--- src/rtl/hs4_tx_ctrl_if.sv ---
// Handshake bundle for hs4_tx_ctrl: local valid/ready word input plus the
// req/data/ack bus toward the destination clock domain.
interface hs4_tx_ctrl_if #(
   parameter int DW = 8
);
   logic          i_valid;
   logic [DW-1:0] i_data;
   logic          o_ready;
   logic          o_req;
   logic [DW-1:0] o_data;
   logic          i_ack;

   // Controller side
   modport slave (
      input  i_valid, i_data, i_ack,
      output o_ready, o_req, o_data
   );

   // Producer / destination side
   modport master (
      output i_valid, i_data, i_ack,
      input  o_ready, o_req, o_data
   );
endinterface

--- src/rtl/hs4_tx_ctrl.sv ---
// Source side of a four-phase req/ack handshake into another clock domain.
// Optional per-phase timeout with sticky error: define HS4_TX_TIMEOUT_EN.
module hs4_tx_ctrl #(
   parameter int DW          = 8,
   parameter int SYNC_STAGES = 2,
   parameter int CNT_W       = 16,
   parameter int TO_CYCLES   = 255
) (
   input  logic             i_clk,
   input  logic             i_rst,
   hs4_tx_ctrl_if.slave     bus,
   output logic             o_done,
   output logic [CNT_W-1:0] o_count,
   output logic             o_err,
   input  logic             i_err_clr
);

   typedef enum logic [1:0] {
      ST_IDLE    = 2'd0,
      ST_REQ     = 2'd1,
      ST_RELEASE = 2'd2,
      ST_ERROR   = 2'd3
   } state_t;

   state_t                 state_q, state_d;
   logic [SYNC_STAGES-1:0] sync_q, sync_d;
   logic                   req_q, req_d;
   logic [DW-1:0]          data_q, data_d;
   logic                   done_q, done_d;
   logic [CNT_W-1:0]       count_q, count_d;
   logic                   ack_s;
   logic                   ready_s;

`ifdef HS4_TX_TIMEOUT_EN
   localparam int TO_W = $clog2(TO_CYCLES + 1);
   localparam logic [TO_W-1:0] TO_LAST = TO_W'(TO_CYCLES - 1);

   logic [TO_W-1:0] phase_q, phase_d;
   logic            err_q, err_d;
   logic            err_set_s;
`else
   logic unused_s;
   assign unused_s = i_err_clr ^ (TO_CYCLES == 0);
`endif

   assign ack_s   = sync_q[SYNC_STAGES-1];
   // A stale ack left over from an aborted transfer blocks new words.
   assign ready_s = (state_q == ST_IDLE) && !ack_s;

   // Next-state and next-output computation for the handshake sequencer
   always_comb begin
      sync_d  = {sync_q[SYNC_STAGES-2:0], bus.i_ack};
      state_d = state_q;
      req_d   = req_q;
      data_d  = data_q;
      done_d  = 1'b0;
      count_d = count_q;
`ifdef HS4_TX_TIMEOUT_EN
      phase_d   = phase_q;
      err_set_s = 1'b0;
`endif
      case (state_q)
         ST_IDLE: begin
            if (bus.i_valid && ready_s) begin
               data_d  = bus.i_data;
               req_d   = 1'b1;
               state_d = ST_REQ;
`ifdef HS4_TX_TIMEOUT_EN
               phase_d = '0;
`endif
            end else begin
               req_d   = 1'b0;
               state_d = ST_IDLE;
            end
         end
         ST_REQ: begin
            if (ack_s) begin
               req_d   = 1'b0;
               state_d = ST_RELEASE;
`ifdef HS4_TX_TIMEOUT_EN
               phase_d = '0;
            end else if (phase_q == TO_LAST) begin
               req_d     = 1'b0;
               err_set_s = 1'b1;
               state_d   = ST_ERROR;
            end else begin
               req_d   = 1'b1;
               phase_d = phase_q + TO_W'(1);
            end
`else
            end else begin
               req_d = 1'b1;
            end
`endif
         end
         ST_RELEASE: begin
            req_d = 1'b0;
            if (!ack_s) begin
               done_d  = 1'b1;
               count_d = count_q + CNT_W'(1);
               state_d = ST_IDLE;
`ifdef HS4_TX_TIMEOUT_EN
            end else if (phase_q == TO_LAST) begin
               err_set_s = 1'b1;
               state_d   = ST_ERROR;
            end else begin
               phase_d = phase_q + TO_W'(1);
            end
`else
            end else begin
               state_d = ST_RELEASE;
            end
`endif
         end
         ST_ERROR: begin
            req_d = 1'b0;
`ifdef HS4_TX_TIMEOUT_EN
            if (i_err_clr) begin
               state_d = ST_IDLE;
            end else begin
               state_d = ST_ERROR;
            end
`else
            state_d = ST_IDLE;
`endif
         end
         default: begin
            req_d   = 1'b0;
            state_d = ST_IDLE;
         end
      endcase
`ifdef HS4_TX_TIMEOUT_EN
      // A new timeout wins over a simultaneous clear so the error is never lost.
      err_d = err_set_s ? 1'b1 : (i_err_clr ? 1'b0 : err_q);
`endif
   end

   // State, synchronizer and output registers
   always_ff @(posedge i_clk) begin
      if (i_rst) begin
         state_q <= ST_IDLE;
         sync_q  <= '0;
         req_q   <= 1'b0;
         data_q  <= '0;
         done_q  <= 1'b0;
         count_q <= '0;
`ifdef HS4_TX_TIMEOUT_EN
         phase_q <= '0;
         err_q   <= 1'b0;
`endif
      end else begin
         state_q <= state_d;
         sync_q  <= sync_d;
         req_q   <= req_d;
         data_q  <= data_d;
         done_q  <= done_d;
         count_q <= count_d;
`ifdef HS4_TX_TIMEOUT_EN
         phase_q <= phase_d;
         err_q   <= err_d;
`endif
      end
   end

   assign bus.o_ready = ready_s;
   assign bus.o_req   = req_q;
   assign bus.o_data  = data_q;
   assign o_done      = done_q;
   assign o_count     = count_q;
`ifdef HS4_TX_TIMEOUT_EN
   assign o_err       = err_q;
`else
   assign o_err       = 1'b0;
`endif

endmodule
--- src/flat_wrapper.sv ---
// flat-port wrapper written by rule: the top's interface ports become plain ports
module hs4_tx_ctrl_flat 
#(
   parameter int DW          = 8,
   parameter int SYNC_STAGES = 2,
   parameter int CNT_W       = 16,
   parameter int TO_CYCLES   = 255
)
  (i_clk, i_rst, o_done, o_count, o_err, i_err_clr, bus_i_valid, bus_i_data, bus_i_ack, bus_o_ready, bus_o_req, bus_o_data);
  hs4_tx_ctrl_if #(.DW(DW)) bus_i ();
  input  logic i_clk;
  input  logic i_rst;
  output logic o_done;
  output logic [CNT_W-1:0] o_count;
  output logic o_err;
  input  logic i_err_clr;
  input wire logic [$bits(bus_i.i_valid)-1:0] bus_i_valid;
  input wire logic [$bits(bus_i.i_data)-1:0] bus_i_data;
  input wire logic [$bits(bus_i.i_ack)-1:0] bus_i_ack;
  output wire logic [$bits(bus_i.o_ready)-1:0] bus_o_ready;
  output wire logic [$bits(bus_i.o_req)-1:0] bus_o_req;
  output wire logic [$bits(bus_i.o_data)-1:0] bus_o_data;
  assign bus_i.i_valid = bus_i_valid;
  assign bus_i.i_data = bus_i_data;
  assign bus_i.i_ack = bus_i_ack;
  assign bus_o_ready = bus_i.o_ready;
  assign bus_o_req = bus_i.o_req;
  assign bus_o_data = bus_i.o_data;
  hs4_tx_ctrl #(.DW(DW), .SYNC_STAGES(SYNC_STAGES), .CNT_W(CNT_W), .TO_CYCLES(TO_CYCLES)) u_core (.i_clk(i_clk), .i_rst(i_rst), .bus(bus_i), .o_done(o_done), .o_count(o_count), .o_err(o_err), .i_err_clr(i_err_clr));
endmodule
--- config.mk ---
export PLATFORM = sky130hd
export DESIGN_NAME = hs4_tx_ctrl_flat
export DESIGN_NICKNAME = d
export VERILOG_FILES = /design/src/rtl/hs4_tx_ctrl_if.sv /design/src/rtl/hs4_tx_ctrl.sv /design/src/flat_wrapper.sv
export SDC_FILE = /design/constraint.sdc
export NUM_CORES = 1
export LEC_CHECK = 0
export ABC_AREA = 1
export BUFFER_PORTS_ARGS = -buffer_cell sky130_fd_sc_hd__buf_2
export CORE_ASPECT_RATIO = 0.9
export CORE_MARGIN = 8
export CORE_UTILIZATION = 40
export DETAILED_ROUTE_END_ITERATION = 12
export PLACE_DENSITY = 0.7
export SKIP_LAST_GASP = 1
export SLEW_MARGIN = 20
export SYNTH_ARGS = -nofsm -noshare
export SYNTH_HDL_FRONTEND = slang
export SYNTH_SLANG_ARGS = --single-unit
--- constraint.sdc ---
create_clock -name i_clk -period 2.4 [get_ports i_clk]
set_input_delay 0 -clock i_clk [delete_from_list [all_inputs] [get_ports i_clk]]
set_output_delay 0 -clock i_clk [all_outputs]
set_load 0.02 [all_outputs]
# ---- Word-level counts from Yosys, hierarchy flattened
# Cells that the tools add are included.
dict set report totals {
  n_memories 0
  mem_bits_rw 0
  ff_bits 30
  latchBits 0
  romBits 0
  out_inout_bits 28
  wordCells 28
}
dict set report op_classes {
  n_mul 0
  bitwise 2
  mux 7
  n_shift 0
  n_reduce_logical 8
  order_cmp 0
  n_eq_ne 4
  div 0
  n_addsub 1
}
# operator count
set ops {}
lappend ops {{16-bit by 1-bit adder with 16-bit output (second input constant)} 1}
lappend ops {{2-bit one-hot mux with 4 select lines} 1}
lappend ops {{2-bit == test (second input constant)} 2}
lappend ops {{2-bit 2-to-1 mux} 2}
lappend ops {{2-bit AND reduction} 2}
lappend ops {{2-bit OR reduction} 2}
lappend ops {{1-bit 2-to-1 mux} 3}
lappend ops {{1-bit one-hot mux with 3 select lines} 1}
lappend ops {{2-bit by 1-bit == test with 1-bit output (second input constant)} 1}
lappend ops {{1-bit logical AND} 2}
lappend ops {{2-bit logical NOT} 1}
lappend ops {{2-bit by 1-bit != test with 1-bit output (second input constant)} 1}
lappend ops {{1-bit NOT} 2}
lappend ops {{1-bit logical NOT} 1}

# ---- Depth between registers and ports, before layout
# Gate-level depths: netlist of the first run.
dict set report depth {
  word_depth 5
  ltp_mapped 8
}

# ---- Worst setup path before layout of the first run
# Ideal clock, no wire load.
dict set report synth_timing {
  path_kind {flip-flop to flip-flop}
  startpoint {register u_core.count_q[0], in the netlist u_core.o_count[0]}
  endpoint {register u_core.count_q[14], in the netlist u_core.o_count[14]}
  path_stages_with_launch 8
  arrival_ps 1256
  synth_period_minus_slack_ps 1319
  path_slack_ps 1081
  path_buffers 0
  cell_sequence {dfxtp_1 > ha_1 > nand3_2 > nor2_4 > nand3_1 > nand2_1 > inv_1 > nor2_1}
}
dict set report synth_via {
  elab_chain_len 1
}
# item line_no
set synth_lines {}
lappend synth_lines {{from (decl)} hs4_tx_ctrl.sv:30} ;# logic [CNT_W-1:0] count_q, count_d;
lappend synth_lines {{from (signal assigned)} hs4_tx_ctrl.sv:157} ;# count_q <= count_d;
lappend synth_lines {{16-bit by 1-bit adder with 16-bit output} hs4_tx_ctrl.sv:100} ;# count_d = count_q + CNT_W'(1);
# Every way passes these cells.
# A chain may end at the register's enable or synchronous reset.

# ---- Final worst setup path of the first run
dict set report layout_timing {
  startpoint {register u_core.state_q[1]}
  endpoint {output bus_o_ready}
}
dict set report layout_via {
  elab_chain_len 2
}
# item line_no
set layout_lines {}
lappend layout_lines {{from (decl)} hs4_tx_ctrl.sv:25} ;# state_t state_q, state_d;
lappend layout_lines {{from (signal assigned)} hs4_tx_ctrl.sv:152} ;# state_q <= state_d;
lappend layout_lines {{2-bit logical NOT} hs4_tx_ctrl.sv:48} ;# assign ready_s = (state_q == ST_IDLE) && !ack_s;
lappend layout_lines {{1-bit logical AND} hs4_tx_ctrl.sv:48}
lappend layout_lines {{to (decl)} flat_wrapper.sv:20} ;# output wire logic [$bits(bus_i.o_ready)-1:0] bus_o_ready;
# Every way passes these cells.

==> out/qor.csv, run 1 <==
stage,metric,value,unit
sta,slew_violations,0,
drt,drtAntennaViolNets,0,
sta,timing.hold.ws,0.0905,ns
drt,dr.first_iter.drc_count,58,
power_and_ir_drop,ir_worst_vdd,0.377,mV
synth,synth_cell_type_count,26,
floorplanning,core-area,0.00330,mm2
synth,synth_area,0.00136,mm2
sta,fin_setup_tns,0,ns
drt,dr.max_layer_used,met4,
sta,layout_worst_path_cycle_share,0.560,
floorplanning,num_io_pins,41,
synth,synth-seq-area-share,0.442,
sta,setup_viol,0,
worst_setup_path,worstPathRequired,2.40,ns
cells_and_area,num-nets-final,248,
flow_run,drv_cap,0,
cells_and_area,syn_to_final_growth,29.7,%
clock_tree,clk_latency,0.28,ns
worst_hold_path,hold_start,bus_i_valid,
cells_and_area,fill_cells,340,
sta,rsz0062_at_grt,no,
global_route,grt_pass1_wl,5560,um
power_and_ir_drop,p_leak,0.000805,uW
synth,ys_warn_count,0,
drt,wl_met2,1440,um
worst_setup_path,r2r_start,u_core.o_count[0],
worst_setup_path,path_class,register to output port,
floorplanning,die_h,71.3,um
clock_tree,cts_tree,built,
synth,synth_nets,199,
drt,via_per_inst,4.65,
placed_design,port_buffers,38,
worst_setup_path,startpoint_type,register,
cells_and_area,layout_common_cells,"38 x nand2_1, 38 x buf_2, 30 x dfxtp_1",
drt,vias,1298,
global_route,gr-usage-all-layers,0.121,
cells_and_area,fin_area,0.00176,mm2
worst_setup_path,rr_worst_depth,7,
worst_setup_path,rrSetupSlack,1.08,ns
cells_and_area,multi_input_area,643,um2
drt,avgRoutedWirePerCell,11.4,um
global_route,overflow,0,
synth,synth_top_area_frac,0.442,
clock_tree,root_buffer,clkbuf_8,
synth,yosysTopAreaCell,dfxtp_1,
clock_tree,htreeDepth,2,
worst_setup_path,end_kind,output port,
worst_setup_path,timing.rr.end,u_core.o_count[14],
synth,synth.ff_latch_count,30,
floorplanning,die_area,0.00552,mm2
placed_design,placed_area,0.00158,mm2
placed_design,hpwlAfterDp,2280,um
sta,clock.fmax,744,MHz
floorplanning,start_util,0.411,
synth,yosys-top-cells-area,"dfxtp_1 44%, nand2_1 11%, inv_1 6.4%",
clock_tree,numCtsBuffers,5,
drt,drt_first_pass_iters,4,
power_and_ir_drop,power_density,593,mW/mm2
worst_hold_path,min_to,u_core.bus.o_data[3],
cells_and_area,antennaDiodeCount,0,
cells_and_area,register_area,601,um2
sta,skew,0.00384,ns
drt,drt_wl_total,3180,um
status,status,"finished, final reports clean",
clock_tree,clkSinkCount,30,
global_route,grt_pass1_vias,1312,
placed_design,globalplace.congestion,0.805,
floorplanning,core.rowCount,20,
drt,met1_length,1380,um
sta,fin_crit,1.34,ns
drt,drc_errors,0,
synth,netlist_instances,185,
worst_setup_path,arrival,1.34,ns
sta,hold_violations,0,
cells_and_area,drive_gt1_frac,0.268,
synth,synth_area_per_cell,7.34,um2
drt,met3WireLength,319,um
floorplanning,fp.dieW,77.4,um
worst_hold_path,hold_path.class,input port to register,
clock_tree,clkSlewWorstSetupHoldPaths,0.06,ns
global_route,grt_start_max_net_pins,21,
global_route,antenna_found_initial,0,
worst_setup_path,critPathMaxFanout,10,
clock_tree,clock_path_buffers,2,
worst_hold_path,worstHoldPathCells,3,
==> cells by family (layout without fill, tap and decap cells) <==
group	after synthesis	in the layout	share of synthesized area
flip-flops	30	30	0.442
other	1	1	0.00276
AND/OR/NAND/NOR	99	99	0.364
buffers and inverters	29	79	0.0839
XOR/XNOR	1	1	0.00645
AO/OA/AOI/OAI	24	24	0.0913
adder cells (fa/ha/maj)	1	1	0.00922
==> synthesized netlist by cell type <==
master / count
dfxtp_1: 30
nor3b_2: 2
nor2_2: 5
nor3_4: 1
nand4_1: 3
xor2_1: 1
inv_1: 23
buf_2: 1
ha_1: 1
nand3_1: 15
nand3_2: 2
nor3_1: 3
inv_2: 1
buf_1: 1
buf_4: 1
a21oi_1: 16
clkbuf_1: 2
o21ai_0: 6
o21bai_1: 1
conb_1: 1
nand2_2: 3
nor2_1: 23
nand2_4: 1
a31oi_1: 1
nor2_4: 3
nand2_1: 38
==> sequential cells by signal, indices dropped and copies added, names as in the netlist <==
register and cells:
u_core.bus.o_data 8, u_core.bus.o_req 1, u_core.o_count 16, u_core.o_done 1, u_core.state_q 2, u_core.sync_q 2
==> worst max path at each step <==
stage	start	to	slack, ns
after floorplan	u_core.o_count[0]	u_core.o_count[14]	1.08
after global placement	u_core.o_count[0]	u_core.o_count[14]	1.12
after detailed placement	u_core.o_count[0]	u_core.o_count[14]	1.07
after CTS	u_core.state_q[1]	bus_o_ready	1.04
after global routing	u_core.o_count[0]	u_core.o_count[12]	0.92
final	u_core.state_q[1]	bus_o_ready	1.06
==> final cells by class <==
class / count / area share
multi-input cells: 126 / 0.365
flip-flops and latches: 30 / 0.341
repair buffers: 47 / 0.159
inverters: 24 / 0.0512
clock buffers: 7 / 0.0490
well taps: 44 / 0.0313
clock inverters: 1 / 0.00284
==> power breakdown <==
part / switching (uW) / internal, uW / total, uW
clock network: 188 / 231 / 419
registers: 10.2 / 512 / 522
logic: 61.1 / 41.2 / 102
==> per-layer routing <==
metal  GRT usage  vias up
li1            -      680
met2       0.201       37
met4      0.0314        0
met1       0.130      574
met3      0.0663        7
met5           0        -
==> worst max-delay path, stage by stage, from the launching register on <==
cell	delay, ns
dfxtp_1	0.39
nor3_4	0.43
buf_2	0.25
==> stage by stage <==
step	std cells	total power (uW)	worst slack (ns)	util
after floorplan	185	595	1.08	-
after global placement	262	623	1.12	0.478
after detailed placement	262	624	1.07	0.478
after CTS	279	1050	1.04	0.533
after global routing	279	1090	0.918	0.533
final	279	1040	1.06	0.533
==> repair_timing <==
item                      CTS  global route
buffers inserted            0             0
hold buffers                9             0
gates resized for setup     0             0
hold endpoints to repair    9             0
Power figures use the tool's default switching activity.
==> inputs of run 2 (changes only) <==
clock period = 1.39 ns   (was 2.4 ns; I/O delays follow)
==> run 2 against run 1 <==
  * Global-route usage grew 0.54 points
  * Critical endpoint unchanged
  * Sequential share of layout area shrank 1.0 points
  * Largest power group is now the clock network
  * Via count grew 1.8%
  * Clock skew grew 0.0029 ns
==> out/qor.csv, run 2 (synthesis results as in run 1) <==
stage,metric,value,unit,change
worst_setup_path,path_class,register to output port,,unchanged
drt,drt_first_pass_iters,4,,unchanged
clock_tree,cts_tree,built,,unchanged
drt,drt_wl_total,3290,um,was 3180 um
worst_setup_path,end_kind,output port,,unchanged
sta,hold_violations,0,,unchanged
global_route,overflow,0,,unchanged
worst_setup_path,path_cells,nor3_4 -> buf_4 -> buf_2,,was nor3_4 -> buf_2
floorplanning,core.rowCount,20,,unchanged
sta,clock.fmax,770,MHz,
clock_tree,htreeDepth,2,,unchanged
cells_and_area,syn_to_final_growth,33.9,%,was 29.7%
sta,rsz0062_at_grt,no,,unchanged
status,status,"finished, final reports clean",,unchanged
floorplanning,start_util,0.411,,unchanged
worst_setup_path,max_stage_delay,0.39,ns,was 0.43 ns
global_route,grt_start_max_net_pins,20,,was 21
floorplanning,die_area,0.00552,mm2,unchanged
cells_and_area,drive_gt1_frac,0.287,,was 0.268
cells_and_area,fill_cells,339,,was 340
placed_design,globalplace.congestion,0.816,,was 0.805
power_and_ir_drop,finalPower,1990,uW,was 1040 uW
power_and_ir_drop,p_leak,0.000827,uW,was 0.000805 uW
global_route,gr-usage-all-layers,0.126,,was 0.121
power_and_ir_drop,power_density,1090,mW/mm2,was 593 mW/mm2
worst_setup_path,critPathMaxFanout,9,,was 10
floorplanning,die_h,71.3,um,unchanged
drt,drtAntennaViolNets,0,,unchanged
global_route,grt_pass1_vias,1307,,was 1312
cells_and_area,num-nets-final,251,,was 248
sta,layout_worst_path_cycle_share,0.934,,
clock_tree,root_buffer,clkbuf_8,,unchanged
sta,fin_setup_tns,0,ns,unchanged
worst_setup_path,crit_buf_inv,2,,was 1
worst_hold_path,hold_path.class,input port to register,,unchanged
power_and_ir_drop,ir_worst_vdd,0.634,mV,was 0.377 mV
clock_tree,postCtsSetupBuffers,0,,unchanged
placed_design,port_buffers,38,,unchanged
drt,via_per_inst,4.70,,was 4.65
worst_setup_path,arrival,1.30,ns,was 1.34 ns
drt,dr.first_iter.drc_count,77,,was 58
floorplanning,core-area,0.00330,mm2,unchanged
global_route,grt_pass1_wl,5640,um,was 5560 um
worst_setup_path,crit_family,flip-flops,,was simple AND/OR/NAND/NOR gates
worst_setup_path,worstPathRequired,1.39,ns,was 2.40 ns
cells_and_area,layout_common_cells,"38 x nand2_1, 38 x buf_2, 29 x dfxtp_1",,"was 38 x nand2_1, 38 x buf_2, 30 x dfxtp_1"
worst_setup_path,startpoint_type,register,,unchanged
drt,drc_errors,0,,unchanged
flow_run,drv_cap,0,,unchanged
clock_tree,clk_latency,0.29,ns,was 0.28 ns
floorplanning,num_io_pins,41,,unchanged
clock_tree,numCtsBuffers,5,,unchanged
placed_design,hpwlAfterDp,2260,um,was 2280 um
clock_tree,clkSinkCount,30,,unchanged
sta,fin_crit,1.30,ns,
cells_and_area,largest_reg_flops,16,,unchanged
clock_tree,clkSlewWorstSetupHoldPaths,0.07,ns,was 0.06 ns
clock_tree,clock_path_buffers,2,,unchanged
worst_setup_path,crit_path_top_delay_cell,dfxtp_1,,was nor3_4
floorplanning,fp.dieW,77.4,um,unchanged
drt,avgRoutedWirePerCell,11.7,um,was 11.4 um
sta,slew_violations,0,,unchanged
cells_and_area,antennaDiodeCount,0,,unchanged
drt,vias,1321,,was 1298
sta,skew,0.00677,ns,was 0.00384 ns
global_route,antenna_found_initial,0,,unchanged
sta,setup_viol,0,,unchanged
run 2: tightest hold or removal path, delay by kind of cell:
kind	cells	cell delay, ns
simple gates	1	0.10
compound gates	1	0.06
buf+inv	1	0.17
run 2: path summary, 6_finish.rpt:
check / startpoint / end / slack (ns) / cells after the start
max: u_core.state_q[1] / bus_o_ready / 0.09 / 3
min: bus_i_valid / u_core.bus.o_data[4] / 0.08 / 3
max reg2reg: u_core.state_q[1] / u_core.o_count[8] / 0.13 / 7
min reg2reg: u_core.sync_q[0] / u_core.sync_q[1] / 0.40 / 2
run 2: what timing repair did:
| action | in CTS | in global routing |
|---|---|---|
| hold endpoints to repair | 9 | 0 |
| endpoints found under the setup margin | 0 | 4 |
| hold buffers | 9 | 0 |
| resized for setup | 0 | 3 |
run 2: power by group:
part           switching (uW)  internal, uW
sequential               17.5           884
combinational             108          77.7
clock                     330           573
total                     456          1530
run 2: area by class of cell:
class	instances	area [um2]	area share
inverters	24	90.1	0.0496
repair buffers	50	303	0.167
well taps	44	55.1	0.0303
clock buffers	6	82.6	0.0454
multi-input cells	126	656	0.361
clock inverters	1	30.0	0.0165
flip-flops and latches	30	602	0.331
run 2: layer usage:
layer  routed length [um]  vias up  part of all wire  track usage
met5                    0        -                 0            0
met1                 1390      588              0.42        0.131
met4                   59        0             0.018       0.0753
met3                  355        7              0.11       0.0750
li1                     -      686                 -            -
met2                 1480       40              0.45        0.193
run 2: stage by stage:
step	instance area, um2	cells	utilization	setup slack (ns)	hold slack [ns]
final	1820	281	0.550	0.0917	0.0754
after global routing	1820	281	0.550	0.00565	0.0968
after CTS	1800	281	0.546	0.0824	0.0743
after detailed placement	1600	265	0.485	0.102	0.207
after global placement	1600	265	0.485	0.133	0.202
after floorplan	1360	185	-	0.0706	0.107
==> inputs of run 3 (changes only) <==
PLACE_DENSITY = 0.67   (was 0.7)
RECOVER_POWER = 100   (was not set)
==> run 3 against run 2 <==
  * Global-route usage is 0.68 points lower
  * Cell area is 2.4% lower
  * Critical endpoint unchanged
  * Maximum frequency is 2.8% higher
  * Via count is 0.30% lower
  * Clock skew is 0.0020 ns lower
  * Combinational power hardly changed
  * Largest power group is now registers
  * Final cell count is 1.4% higher
  * First-iteration DRC count is 17% lower
==> out/qor.csv, run 3 (synthesis results as in run 1) <==
stage,metric,value,unit,change
floorplanning,core.rowCount,20,,unchanged
power_and_ir_drop,power_density,1030,mW/mm2,was 1090 mW/mm2
worst_setup_path,critPathLaunch,u_core.sync_q[1],,was u_core.state_q[1]
worst_hold_path,min_to,u_core.bus.o_data[7],,was u_core.bus.o_data[4]
power_and_ir_drop,finalPower,1820,uW,was 1990 uW
floorplanning,die_area,0.00552,mm2,unchanged
worst_setup_path,crit_buf_inv,2,,unchanged
clock_tree,cts_tree,built,,unchanged
global_route,antenna_found_initial,0,,unchanged
clock_tree,root_buffer,clkbuf_8,,unchanged
drt,drt_wl_total,3250,um,was 3290 um
sta,layout_worst_path_cycle_share,0.909,,was 0.934
clock_tree,clkSinkCount,30,,unchanged
placed_design,port_buffers,38,,unchanged
status,status,"finished, final reports clean",,unchanged
global_route,overflow,0,,unchanged
floorplanning,core-area,0.00330,mm2,unchanged
floorplanning,start_util,0.411,,unchanged
clock_tree,clkSlewWorstSetupHoldPaths,0.06,ns,was 0.07 ns
worst_setup_path,startpoint_type,register,,unchanged
drt,avgRoutedWirePerCell,11.4,um,was 11.7 um
worst_hold_path,worstHoldPathCells,3,,unchanged
worst_setup_path,r2r_start,u_core.state_q[0],,was u_core.state_q[1]
worst_setup_path,crit_path_top_delay_cell,dfxtp_1,,unchanged
drt,drc_errors,0,,unchanged
global_route,grt_start_max_net_pins,20,,unchanged
global_route,gr-usage-all-layers,0.119,,was 0.126
placed_design,placed_area,0.00162,mm2,was 0.00160 mm2
worst_setup_path,critPathMaxFanout,6,,was 9
flow_run,drv_cap,0,,unchanged
clock_tree,clk_latency,0.28,ns,was 0.29 ns
floorplanning,die_h,71.3,um,unchanged
cells_and_area,antennaDiodeCount,0,,unchanged
sta,clock.fmax,791,MHz,was 770 MHz
worst_hold_path,hold_start,bus_i_valid,,unchanged
global_route,grt_pass1_vias,1259,,was 1307
drt,drtAntennaViolNets,0,,unchanged
clock_tree,htreeDepth,2,,unchanged
cells_and_area,largest_reg_flops,16,,unchanged
worst_setup_path,rrSetupSlack,0.14,ns,was 0.13 ns
worst_setup_path,arrival,1.26,ns,was 1.30 ns
sta,slew_violations,0,,unchanged
drt,via_per_inst,4.62,,was 4.70
worst_setup_path,path_class,register to output port,,unchanged
power_and_ir_drop,p_leak,0.000717,uW,was 0.000827 uW
drt,dr.first_iter.drc_count,64,,was 77
worst_setup_path,timing.rr.end,u_core.o_count[15],,was u_core.o_count[8]
cells_and_area,syn_to_final_growth,30.7,%,was 33.9%
drt,vias,1317,,was 1321
placed_design,hpwlAfterDp,2240,um,was 2260 um
worst_setup_path,end_kind,output port,,unchanged
worst_setup_path,path_cells,nor3_4 -> buf_4 -> buf_2,,unchanged
sta,fin_setup_tns,0,ns,unchanged
clock_tree,clock_path_buffers,2,,unchanged
sta,skew,0.00480,ns,was 0.00677 ns
worst_setup_path,rr_worst_depth,8,,was 7
sta,setup_viol,0,,unchanged
sta,hold_violations,0,,unchanged
clock_tree,numCtsBuffers,5,,unchanged
sta,fin_crit,1.26,ns,was 1.30 ns
cells_and_area,layout_common_cells,"40 x nand2_1, 28 x clkbuf_1, 28 x dfxtp_1",,"was 38 x nand2_1, 38 x buf_2, 29 x dfxtp_1"
cells_and_area,drive_gt1_frac,0.170,,was 0.287
worst_hold_path,hold_path.class,input port to register,,unchanged
worst_setup_path,crit_family,flip-flops,,unchanged
power_and_ir_drop,ir_worst_vdd,0.587,mV,was 0.634 mV
floorplanning,fp.dieW,77.4,um,unchanged
cells_and_area,final_common_cell,nand2_1,,
cells_and_area,num-nets-final,254,,was 251
placed_design,globalplace.congestion,0.824,,was 0.816
worst_setup_path,max_stage_delay,0.40,ns,was 0.39 ns
drt,drt_first_pass_iters,4,,unchanged
sta,rsz0062_at_grt,no,,unchanged
cells_and_area,fin_area,0.00177,mm2,was 0.00182 mm2
floorplanning,num_io_pins,41,,unchanged
worst_setup_path,worstPathRequired,1.39,ns,about the same
global_route,grt_pass1_wl,5380,um,was 5640 um
[run 3: changes by cell type in the layout (fill, tap and decap cells not counted), sizes merged]
cell    previous run  this run
clkbuf             6        34
buf               41        17
bufinv             1         0
clkinv             0         1
[run 3: worst reg2reg max path: stages (launching register included)]
cell	delay [ns]
dfxtp_1	0.36
inv_1	0.09
nand2_1	0.09
nor2_4	0.17
nand2_1	0.12
nor2_1	0.14
nand3_1	0.08
nand2_1	0.06
nor2_1	0.04
[run 3: final cells by class]
class | count | area [um2]
fillers | 356 | 1530
clock buffers | 7 | 86.3
repair buffers | 53 | 289
well taps | 44 | 55.1
inverters | 24 | 90.1
clock inverters | 1 | 5.00
flip-flops and latches | 30 | 603
multi-input cells | 126 | 646
[run 3: stage by stage]
stage               setup WS, ns  utilization  instances  hold slack, ns
floorplan                 0.0706            -        185           0.107
global placement           0.123        0.489        267           0.203
detailed placement        0.0957        0.489        267           0.206
CTS                     0.000230        0.544        284          0.0844
global route              0.0199        0.537        285           0.103
finish                     0.127        0.537        285          0.0902
[run 3: layer usage]
metal	global-route usage	wire length, um
met1	0.133	1540
met2	0.181	1350
met5	0	0
met3	0.0725	327
met4	0.0439	29
[run 3: how the worst max path moves through the flow]
stage	end	slack, ns	depth (start not counted)
final	bus_o_ready	0.13	3
after global routing	u_core.bus.o_data[5]	0.02	5
after CTS	bus_o_ready	0.0002	3
after detailed placement	u_core.o_count[14]	0.1	7
after global placement	u_core.o_count[14]	0.12	7
after floorplan	u_core.o_count[14]	0.07	7
[run 3: timing repair]
action                                 4_1_cts  5_1_grt
setup buffers                                0        1
setup endpoints to repair                    0        5
hold buffers                                 9        0
endpoints found under the hold margin        9        0
gates resized for setup                      0        4
[run 3: where the power goes]
part / internal [uW] / switching, uW
Combinational: 76.7 / 109
Clock: 399 / 335
Sequential: 884 / 18.1
Total: 1360 / 462
